--- src/rtl/ram_arb_pkg.sv ---
// Shared definitions for the two-port RAM arbiter: FSM encoding, default
// widths and the saturating grant-counter helper.
package ram_arb_pkg;

  typedef enum logic [1:0] {
    IDLE   = 2'd0,
    ACCESS = 2'd1,
    RESP   = 2'd2
  } state_t;

  localparam int DEF_AW  = 4;
  localparam int DEF_DW  = 4;
  localparam int STATS_W = 8;

  function automatic logic [STATS_W-1:0] sat_inc(input logic [STATS_W-1:0] v);
    return (v == {STATS_W{1'b1}}) ? v : v + 1'b1;
  endfunction

endpackage

--- src/rtl/rr_arb2.sv ---
// Combinational two-way round-robin pick; grant is one-hot or zero.
module rr_arb2 (
  input  logic       req0,
  input  logic       req1,
  input  logic       last_grant,
  output logic [1:0] grant
);

  // NOTE: assign a default first so every path through always_comb drives
  // grant; a missing branch would otherwise infer a latch.
  always_comb begin
    grant = 2'b00;
    if (req0 && req1)
      grant = last_grant ? 2'b01 : 2'b10;
    else
      grant = {req1, req0};
  end

endmodule

--- src/rtl/ram_port_arbiter.sv ---
// Round-robin sequencer serialising two requesters onto one level-strobed RAM.
// Define RAM_ARB_STATS_EN to add saturating per-requester grant counters.
module ram_port_arbiter
  import ram_arb_pkg::*;
#(
  parameter int AW = DEF_AW,
  parameter int DW = DEF_DW
) (
  input  logic          clk,
  input  logic          rst,
  input  logic          req0,
  input  logic          we0,
  input  logic [AW-1:0] addr0,
  input  logic [DW-1:0] wdata0,
  output logic          ack0,
  output logic [DW-1:0] rdata0,
  input  logic          req1,
  input  logic          we1,
  input  logic [AW-1:0] addr1,
  input  logic [DW-1:0] wdata1,
  output logic          ack1,
  output logic [DW-1:0] rdata1,
  output logic          ram_wr,
  output logic          ram_rd,
  output logic [AW-1:0] ram_addr,
  output logic [DW-1:0] ram_wdata,
  input  logic [DW-1:0] ram_rdata,
  output logic          busy
`ifdef RAM_ARB_STATS_EN
  ,
  output logic [STATS_W-1:0] gnt_cnt0,
  output logic [STATS_W-1:0] gnt_cnt1
`endif
);

  state_t        state;
  logic          last_grant;
  logic          cmd_we;
  logic          cmd_owner;
  logic [1:0]    grant;
  logic          pick;
  logic          sel_we;
  logic [AW-1:0] sel_addr;
  logic [DW-1:0] sel_wdata;

  rr_arb2 u_pick (
    .req0       (req0),
    .req1       (req1),
    .last_grant (last_grant),
    .grant      (grant)
  );

  assign pick = grant[1];

  always_comb begin
    sel_we    = we0;
    sel_addr  = addr0;
    sel_wdata = wdata0;
    if (pick) begin
      sel_we    = we1;
      sel_addr  = addr1;
      sel_wdata = wdata1;
    end
  end

  // ram_addr/ram_wdata double as the command register: loaded on grant and
  // held through RESP so the RAM sees a stable address around the strobe.
  // NOTE: sequential state uses non-blocking assignments so every register
  // samples pre-edge values regardless of statement order.
  always_ff @(posedge clk or posedge rst) begin
    if (rst) begin
      state      <= IDLE;
      last_grant <= 1'b1;
      cmd_we     <= 1'b0;
      cmd_owner  <= 1'b0;
      ack0       <= 1'b0;
      ack1       <= 1'b0;
      rdata0     <= '0;
      rdata1     <= '0;
      ram_wr     <= 1'b0;
      ram_rd     <= 1'b0;
      ram_addr   <= '0;
      ram_wdata  <= '0;
      busy       <= 1'b0;
    end else begin
      case (state)
        IDLE: begin
          if (|grant) begin
            state      <= ACCESS;
            last_grant <= pick;
            cmd_owner  <= pick;
            cmd_we     <= sel_we;
            ram_addr   <= sel_addr;
            ram_wdata  <= sel_wdata;
            ram_wr     <= sel_we;
            ram_rd     <= !sel_we;
            busy       <= 1'b1;
          end
        end
        ACCESS: begin
          state  <= RESP;
          ram_wr <= 1'b0;
          ram_rd <= 1'b0;
          if (!cmd_we) begin
            if (cmd_owner) rdata1 <= ram_rdata;
            else           rdata0 <= ram_rdata;
          end
          ack0 <= !cmd_owner;
          ack1 <= cmd_owner;
        end
        RESP: begin
          state <= IDLE;
          ack0  <= 1'b0;
          ack1  <= 1'b0;
          busy  <= 1'b0;
        end
        default: begin
          state  <= IDLE;
          ram_wr <= 1'b0;
          ram_rd <= 1'b0;
          ack0   <= 1'b0;
          ack1   <= 1'b0;
          busy   <= 1'b0;
        end
      endcase
    end
  end

`ifdef RAM_ARB_STATS_EN
  always_ff @(posedge clk or posedge rst) begin
    if (rst) begin
      gnt_cnt0 <= '0;
      gnt_cnt1 <= '0;
    end else if (state == IDLE) begin
      if (grant[0]) gnt_cnt0 <= sat_inc(gnt_cnt0);
      if (grant[1]) gnt_cnt1 <= sat_inc(gnt_cnt1);
    end
  end
`endif

endmodule

--- config.mk ---
export PLATFORM = sky130hd
export DESIGN_NAME = ram_port_arbiter
export DESIGN_NICKNAME = d
export VERILOG_FILES = /design/src/rtl/ram_arb_pkg.sv /design/src/rtl/rr_arb2.sv /design/src/rtl/ram_port_arbiter.sv
export SDC_FILE = /design/constraint.sdc
export NUM_CORES = 1
export LEC_CHECK = 0
export ABC_AREA = 1
export CAP_MARGIN = 20
export CORE_MARGIN = 2
export CORE_UTILIZATION = 42
export CTS_CLUSTER_SIZE = 25
export DETAILED_ROUTE_END_ITERATION = 16
export PLACE_DENSITY = 0.82
export SLEW_MARGIN = 20
export SYNTH_ARGS = -nofsm -noshare
export SYNTH_HDL_FRONTEND = slang
export SYNTH_SLANG_ARGS = --single-unit
export TNS_END_PERCENT = 10
--- constraint.sdc ---
create_clock -name clk -period 1.5 [get_ports clk]
set_clock_uncertainty 0.05 [all_clocks]
set_input_delay 0.3 -clock clk [delete_from_list [all_inputs] [get_ports clk]]
set_output_delay 0.3 -clock clk [all_outputs]
set_load 0.02 [all_outputs]
==> metrics.md, run 1 <==
| Metric | Value |
|---|---|
| Status | `completed` |
| CP max-delay cell | `dfrtp_1` |
| Vias/cell | `4.72` |
| CTS HTree Levels | `1` |
| Synth-to-layout area growth | `46.1%` |
| Synth Instances | `138` |
| FF-to-FF End | `ram_wdata[2]$_DFFE_PP0P_` |
| Root Buffer | `clkbuf_4` |
| # rows | `19` |
| Placed insts | `220` |
| Worst min-delay path class | `input pin to asynchronous set/reset pin` |
| Largest net degree at the start of global routing | `27` |
| Max VDD drop | `1080 µV` |
| Slowest stage delay, CP | `0.42 ns` |
| Final GP Congestion | `0.800` |
| Critical path peak fanout | `2` |
| Clock slew at reported path FFs | `0.13 ns` |
| R2R Setup Slk | `0.15 ns` |
| Critical path origin | `ram_addr[0]$_DFFE_PP0P_` |
| Worst r2r path cells | `8` |
| Crit-path cells | `dlygate4sd2_1` |
| Yosys reg bits | `26` |
| Pwr dens | `1860 mW/mm²` |
| Largest delay share family, worst path | `flip-flops` |
| CP bufs+invs | `1` |
| Sequential share of the synthesized area | `0.554` |
| Commonest non-fill, non-tap cell in the layout | `nand2_1` |
| Clock latency on the worst-skew pair | `0.33 ns` |
| Hold Slack | `0.243 ns` |
| Setup_tns | `0 ns` |
| Finish-stage setup viols | `0` |
| Antenna-violating nets left | `0` |
| Antenna violations before repair | `0` |
| Synth cell types | `14` |
| Fmax | `701 MHz` |
| CP Capture Type | `primary output` |
| DIE AREA | `0.00324 mm²` |
| Post-synthesis cell area | `0.00118 mm²` |
| Chip width | `56.9 µm` |
| First-pass GRT wire length | `4.62 mm` |
| Gr ovfl total | `0` |
| Port bufs | `46` |
| Vias post-DR | `1058` |
| Final Hold Vio Count | `0` |
| Relative slew margins | `0.793` |
| Die height | `56.9 µm` |
| Period utilisation layout | `0.952` |
| Iter 0 DRT Violations | `25` |
| Number of hold buffers added after CTS | `0` |
| RSZ-0062 raised after global routing | `false` |
| Hpwl dp | `2.21 mm` |
| CTS Buffer Depth | `2` |
| Overall routing resource usage | `0.185` |
| Finished Layout Cells | `224` |
| Final Power | `3200 µW` |
| Vias in the first global route | `1100` |
| CP arrival | `1.08 ns` |
| IO Pins | `47` |
| Reg-to-Reg Start | `last_grant$_DFFE_PP1P_` |
| CTS Sinks | `26` |
| Required time of the critical path | `1.15 ns` |
| Fin crit period | `1.43 ns` |
| Layout cells sized above 1 | `0.119` |
| Initial Util | `0.434` |
| Area of the core | `0.00271 mm²` |
| Synth warn | `0` |
| Most frequent cells in the layout | `64 x nand2_1, 25 x dfrtp_1, 25 x clkdlybuf4s50_1, 21 x dlygate4sd2_1, 11 x nand3_1` |
| Mapped Nets | `164` |
| N_diodes | `0` |
| Final #Nets | `220` |
| Per-cell routed wire length | `12.0 µm` |
| DR DRC count | `0` |
| Cts bufs inserted | `3` |
| DRT Pass-1 Iters | `5` |
| Max_cap viols | `0` |
| Count of pins over their slew limit | `0` |
| Leakage | `0.000930 µW` |
| CTS tree | `yes` |
| CP startpoint kind | `flop` |
| Avg Cell Area, Syn | `8.53 µm²` |
| Final wirelength | `2.69 mm` |
| Crit path kind | `flop to primary output` |
| Worst slew pin tran | `0.311 ns` |
stage by stage:
stage               instance area, µm²   util  setup slack (ns)
floorplan                         1180      -             0.263
global placement                  1710  0.631           -0.0366
detailed placement                1710  0.631            -0.117
CTS                               1720  0.635            0.0628
global route                      1720  0.635            0.0336
finish                            1720  0.635            0.0725
synth_stat cells:
| library cell | number | area share |
|---|---|---|
| buf_4 | 2 | 0.013 |
| buf_6 | 1 | 0.0096 |
| dfrtp_1 | 25 | 0.53 |
| dfstp_2 | 1 | 0.022 |
| inv_1 | 10 | 0.032 |
| inv_2 | 2 | 0.0064 |
| nand2_1 | 64 | 0.20 |
| nand2_4 | 4 | 0.038 |
| nand3_1 | 11 | 0.047 |
| nand3_2 | 2 | 0.017 |
| nand4_1 | 1 | 0.0053 |
| nor2_4 | 2 | 0.019 |
| o21ai_0 | 5 | 0.021 |
| o21ai_1 | 8 | 0.034 |
cell families (layout without fill, tap and decap cells):
logic type             after synthesis  after routing  share of synthesized area
and+or+nand+nor                     84             84                      0.330
DFF                                 26             26                      0.554
buffers and inverters               15             70                     0.0606
AOI/OAI and AO/OA                   13             13                     0.0553
flip-flops by register name, summed over array words and instances (netlist names):
register,count
ram_rd,1
cmd_owner,1
ack1,1
rdata0,4
ack0,1
ram_addr,4
ram_wdata,4
rdata1,4
ram_wr,1
last_grant,1
cmd_we,1
busy,1
state,2
worst max path at each step:
stage	slack, ns	endpoint	cells after the start
after floorplan	0.26	ram_addr[0]$_DFFE_PP0P_	8
after global placement	-0.04	ram_wdata[2]$_DFFE_PP0P_	8
after detailed placement	-0.12	ram_wdata[2]$_DFFE_PP0P_	8
after CTS	0.06	ram_addr[0]	1
after global routing	0.03	ram_addr[0]	1
final	0.07	ram_addr[0]	1
where the power goes:
part	internal [µW]	switching [µW]	total, µW	leakage (µW)
clock	149	203	352	0.0000210
sequential	1040	221	1270	0.000321
combinational	607	973	1580	0.000588
total	1800	1400	3200	0.000930
what timing repair did:
action,4_1_cts,5_1_grt
setup buffers,0,0
endpoints found under the setup margin,21,0
resized for setup,21,0
layer usage:
metal | wire, µm | track usage
met1 | 1060 | 0.208
met2 | 1430 | 0.343
met3 | 152 | 0.0385
met4 | 46 | 0.0698
met5 | 0 | 0
area by class of cell:
type | instances | area (µm²)
inverters | 12 | 45.0
well taps | 31 | 38.8
flip-flops and latches | 26 | 652
fillers | 233 | 990
repair buffers | 54 | 494
multi-input cells | 97 | 454
clock buffers | 4 | 36.3
No activity file was read; power rests on OpenSTA's default activity.
==> run 2: changes to the inputs <==
--- a/config.mk
+++ b/config.mk
@@ -11,6 +11,7 @@
 export CORE_UTILIZATION = 42
 export CTS_CLUSTER_SIZE = 25
 export DETAILED_ROUTE_END_ITERATION = 16
+export HOLD_SLACK_MARGIN = 0.1
 export PLACE_DENSITY = 0.82
 export SLEW_MARGIN = 20
 export SYNTH_ARGS = -nofsm -noshare
==> results of run 2 <==
The final DEF is identical to that of run 1; final timing and power are the same.
==> edit 1, RTL diff (settings of run 2) <==
Change the package constant `DEF_AW` from 4 to 2.
--- a/src/rtl/ram_arb_pkg.sv
+++ b/src/rtl/ram_arb_pkg.sv
@@ -8,7 +8,7 @@
     RESP   = 2'd2
   } state_t;
 
-  localparam int DEF_AW  = 4;
+  localparam int DEF_AW  = 2;
   localparam int DEF_DW  = 4;
   localparam int STATS_W = 8;
 
Ports: changed (resized addr0, addr1 and ram_addr); port bits go from 47 to 41. The function was not compared with the original's and may differ.
==> edit 1 against run 2 <==
Wire length is 12% lower; sequential cell count fell by 2; synthesized area shrank 7.9%; final area shrank 9.5%; largest cell class unchanged; register-to-register slack gained 0.05 ns; worst setup slack got worse by 0.00058 ns; power is 6.6% lower; hold slack gained 0.020 ns.
==> edit 1: results <==
[outcome]
status = finished clean

[synth]
synthAdderAreaFrac = 0
ys_top_cells_by_count = nand2_1, dfrtp_1, inv_1
muxShareOfSynthArea = 0
synth_compound_area_frac = 0.0669
ys_seq_area_frac = 0.555
synth_nets = 147
synth_flop_cell = dfrtp_1
yosysUniqueCellTypes = 18
ys_async_sr_fraction = 1.00
ys_warn_count = 0
synthXorXnorAreaFrac = 0
yosys-top-cells-area = dfrtp_1, nand2_1, inv_1

[global_route]
grt_util_all_layers = 0.181
grt_max_degree = 25
grt_antenna_before_repair = 0
grt_pass1_wl_um = 3880
grt_pass1_vias = 918

[finish]
n_fill_cell = 218
antenna_cells = 0
drive_gt1_frac = 0.144
nNetsFinal = 197
largestRegisters = ram_wdata: 4 flops, rdata0: 4 flops, rdata1: 4 flops

[clocking]
cts-root-buf = clkbuf_4
cts_made_buffers = 3
clockBufferDepth = 2
clk_latency_ns = 0.30
cts.reportedPaths.clkPinSlew_ns = 0.12
htreeDepth = 1
cts_setup_buffers = 0

[setup_path]
crit_family = flip-flops
worst_ep_arrival_time_ns = 1.08
r2r_slack_ns = 0.20
cpPeakStageDelay_ns = 0.39
slowest_stage = dfrtp_1
r2r-end = last_grant
crit_path_max_fanout = 2
reg2reg_depth = 7
worstReg2RegStart = last_grant

[placement]
gp_congestion = 0.755
dp_hpwl_um = 1930
dp_slack_ns = -0.0997
port-buffer-count = 40
place_area_um2 = 1550

[power_and_ir_drop]
peakVddDrop_mv = 1.35
p_leak_nw = 0.838

[drt]
drtIter0Drc = 10
dr_total_vias = 964
drt-pass1-iter-count = 4
drt-total-wl_um = 2360

[worst_hold_path]
hold_path_class = input pin to asynchronous set/reset pin

[sta]
hold_ws_ns = 0.263
setup_violations = 0
relSlewSlack = 0.809
-- edit 1: cell types whose count changed in the layout (fill, tap and decap cells not counted), sizes merged --
cell           delta
nand2            -10
clkdlybuf4s50     -4
nand3             -3
dfrtp             -2
dlygate4sd2       -2
inv               +1
nand3b            +1
-- edit 1: what timing repair did --
item | 4_1_cts | 5_1_grt
hold endpoints to repair | 0 | 0
endpoints found under the setup margin | 19 | 0
gates resized for setup | 19 | 0
-- edit 1: worst max-delay path by stage --
| stage | startpoint | to | slack (ns) |
|---|---|---|---|
| after floorplan | last_grant | busy | 0.27 |
| after global placement | req1 | ram_wdata[0] | -0.03 |
| after detailed placement | req1 | ram_addr[0] | -0.1 |
| after CTS | rdata1[2] | rdata1[2] | 0.06 |
| after global routing | rdata1[2] | rdata1[2] | 0.03 |
| final | rdata1[2] | rdata1[2] | 0.07 |
-- edit 1: area by class of cell --
| type | instances | share of cell area |
|---|---|---|
| clock buffers | 4 | 0.0233 |
| inverters | 13 | 0.0313 |
| repair buffers | 48 | 0.280 |
| flip-flops and latches | 24 | 0.386 |
| multi-input cells | 85 | 0.255 |
| well taps | 30 | 0.0241 |
-- edit 1: per-stage QoR --
stage | total power [mW] | util | instances
final | 2.99 | 0.635 | 204
after global routing | 3.22 | 0.635 | 204
after CTS | 3.01 | 0.635 | 204
after detailed placement | 2.87 | 0.629 | 200
after floorplan | 2.12 | - | 125
after global placement | 2.81 | 0.629 | 200
-- edit 1: worst min-delay path: stages --
cell,delay (ns)
clkdlybuf4s50_1,0.39
inv_1,0.05
buf_4,0.28
-- edit 1: logic make-up (layout without fill, tap and decap cells) --
group	Yosys count	count (layout)
and+or+nand+nor	72	72
DFF	24	24
buffers and inverters	16	65
AOI/OAI and AO/OA	13	13
-- edit 1: layer usage --
metal	track usage	part of all wire	vias to the layer above
met5	0	0	-
met4	0.0625	0.0064	0
met3	0.0328	0.047	2
met2	0.315	0.53	29
met1	0.223	0.42	447
li1	-	-	486
-- edit 1: power breakdown --
group | total, mW | switching [mW] | internal, mW
sequential | 1.16 | 0.193 | 0.967
combinational | 1.50 | 0.905 | 0.596
clock | 0.327 | 0.179 | 0.148
total | 2.99 | 1.28 | 1.71
==> edit 2, RTL diff (config.mk and constraints of run 2) <==
Made on the original files. The 3 states of `state_t` get a one-hot encoding in 3 bits.
--- a/src/rtl/ram_arb_pkg.sv
+++ b/src/rtl/ram_arb_pkg.sv
@@ -2,10 +2,10 @@
 // widths and the saturating grant-counter helper.
 package ram_arb_pkg;
 
-  typedef enum logic [1:0] {
-    IDLE   = 2'd0,
-    ACCESS = 2'd1,
-    RESP   = 2'd2
+  typedef enum logic [2:0] {
+    IDLE   = 3'b001,
+    ACCESS = 3'b010,
+    RESP   = 3'b100
   } state_t;
 
   localparam int DEF_AW  = 4;
Formal check against the unedited RTL: same outputs for any inputs over 10 cycles, from zero or initial values and one cycle with rst high; not proved beyond that.
==> edit 2 against run 2 <==
Wire length rose by 1.0%; power increased by 1.7%; worst setup slack got worse by 0.0018 ns; final area rose by 2.6%; synthesized area grew 5.3%; sequential cell count is 1 higher; highest routed layer unchanged; via count increased by 5.5%; synthesized cell count is 11% higher; first-iteration DRC count grew 24%.
==> edit 2: results <==
[setup_path]
r2r_slack_ns = 0.26
crit_path_max_fanout = 2
slowest_stage = dfrtp_1
worstReg2RegStart = last_grant
cpPeakStageDelay_ns = 0.43
worstSetupStartpoint = ram_wr
crit_family = flip-flops

[global_route]
grt_pass1_vias = 1166
grt_max_degree = 28
grt_util_all_layers = 0.187
grt_pass1_wl_um = 4890
grt_antenna_before_repair = 0

[synth]
ys_async_sr_fraction = 1.00
ys_warn_count = 0
yosys-top-cells-area = dfrtp_1, nand2_1, nand3_1
ys_seq_area_frac = 0.547
yosysUniqueCellTypes = 17
synth_nets = 179
ys_top_cells_by_count = nand2_1, dfrtp_1, nand3_1

[clocking]
cts-root-buf = clkbuf_4
cts.reportedPaths.clkPinSlew_ns = 0.15
clk_latency_ns = 0.32
cts_made_buffers = 3
clockBufferDepth = 2

[finish]
antenna_cells = 0
nNetsFinal = 230
drive_gt1_frac = 0.103

[sta]
hold_ws_ns = 0.224
relSlewSlack = 0.785

[drt]
drt-pass1-iter-count = 4
drtIter0Drc = 31
wl_per_cell_um = 11.6
dr_total_vias = 1116

[power_and_ir_drop]
netSwitchingFraction = 0.442
p_leak_nw = 0.958
peakVddDrop_mv = 1.29

[job]
cap_violations = 0

[placement]
port-buffer-count = 46
gp_congestion = 0.761
dp_hpwl_um = 2210

[outcome]
status = finished clean

[worst_hold_path]
hold_path_class = input pin to asynchronous set/reset pin
[edit 2: cell count changes after synthesis, sizes merged]
cell	delta
dfstp	+1
o21ai	-10
nor2	+3
nand2	+13
nand4	-1
nand3b	+1
buf	+2
inv	-3
nand3	+9
[edit 2: worst paths after layout]
kind                                   to  cells past startpoint
max in group asynchronous        state[0]                      3
min in group clk                rdata0[3]                      2
worst max register to register     ram_wr                      6
worst min-delay path            rdata1[1]                      3
worst max-delay path               ram_wr                      1
worst min register to register  rdata0[3]                      2
[edit 2: area by class of cell]
class / instances / area [µm²]
Tap cell: 31 / 38.8
Sequential cell: 27 / 678
Fill cell: 252 / 1020
Inverter: 9 / 33.8
Multi-Input combinational cell: 112 / 488
Timing Repair Buffer: 51 / 497
Clock inverter: 1 / 7.51
Clock buffer: 3 / 22.5
[edit 2: per-stage QoR]
stage / setup WS (ns) / power [mW] / TNS [ns] / instance area (µm²) / std cells
floorplan: 0.351 / 2.36 / 0 / 1240 / 153
global placement: 0.0287 / 3.10 / 0 / 1760 / 230
detailed placement: -0.0163 / 3.17 / -0.0189 / 1760 / 230
CTS: 0.0614 / 3.29 / 0 / 1770 / 234
global route: 0.0168 / 3.54 / 0 / 1770 / 234
finish: 0.0707 / 3.25 / 0 / 1770 / 234
[edit 2: tightest hold or removal path: stages]
cell and delay, ns:
clkdlybuf4s50_1 0.39, inv_1 0.09, buf_12 0.19
[edit 2: logic make-up (layout without fill, tap and decap cells)]
kind of cell,after synthesis,count (layout),synth area share
AOI/OAI and AO/OA,3,3,0.0121
buffers and inverters,14,64,0.0595
DFF,27,27,0.547
and+or+nand+nor,109,109,0.381
[edit 2: layer usage]
metal  global-route usage  vias to the layer above  part of all wire
li1                     -                      573                 -
met1                0.234                      507              0.43
met2                0.319                       34              0.51
met3               0.0352                        2             0.054
met4               0.0698                        0            0.0037
met5                    0                        -                 0
[edit 2: repair_timing]
item                                    CTS  global route
endpoints found under the setup margin   21             0
resized for setup                        21             0
hold buffers                              0             0
setup buffers                             0             0
hold endpoints to repair                  0             0
[edit 2: power groups by stage]
stage	clock [mW]	sequential (mW)	combinational (mW)
2_1_floorplan	0	1.61	0.745
3_3_place_gp	0	1.30	1.81
3_5_place_dp	0	1.31	1.86
4_1_cts	0.332	1.29	1.67
5_1_grt	0.358	1.34	1.84
6_report	0.322	1.28	1.65
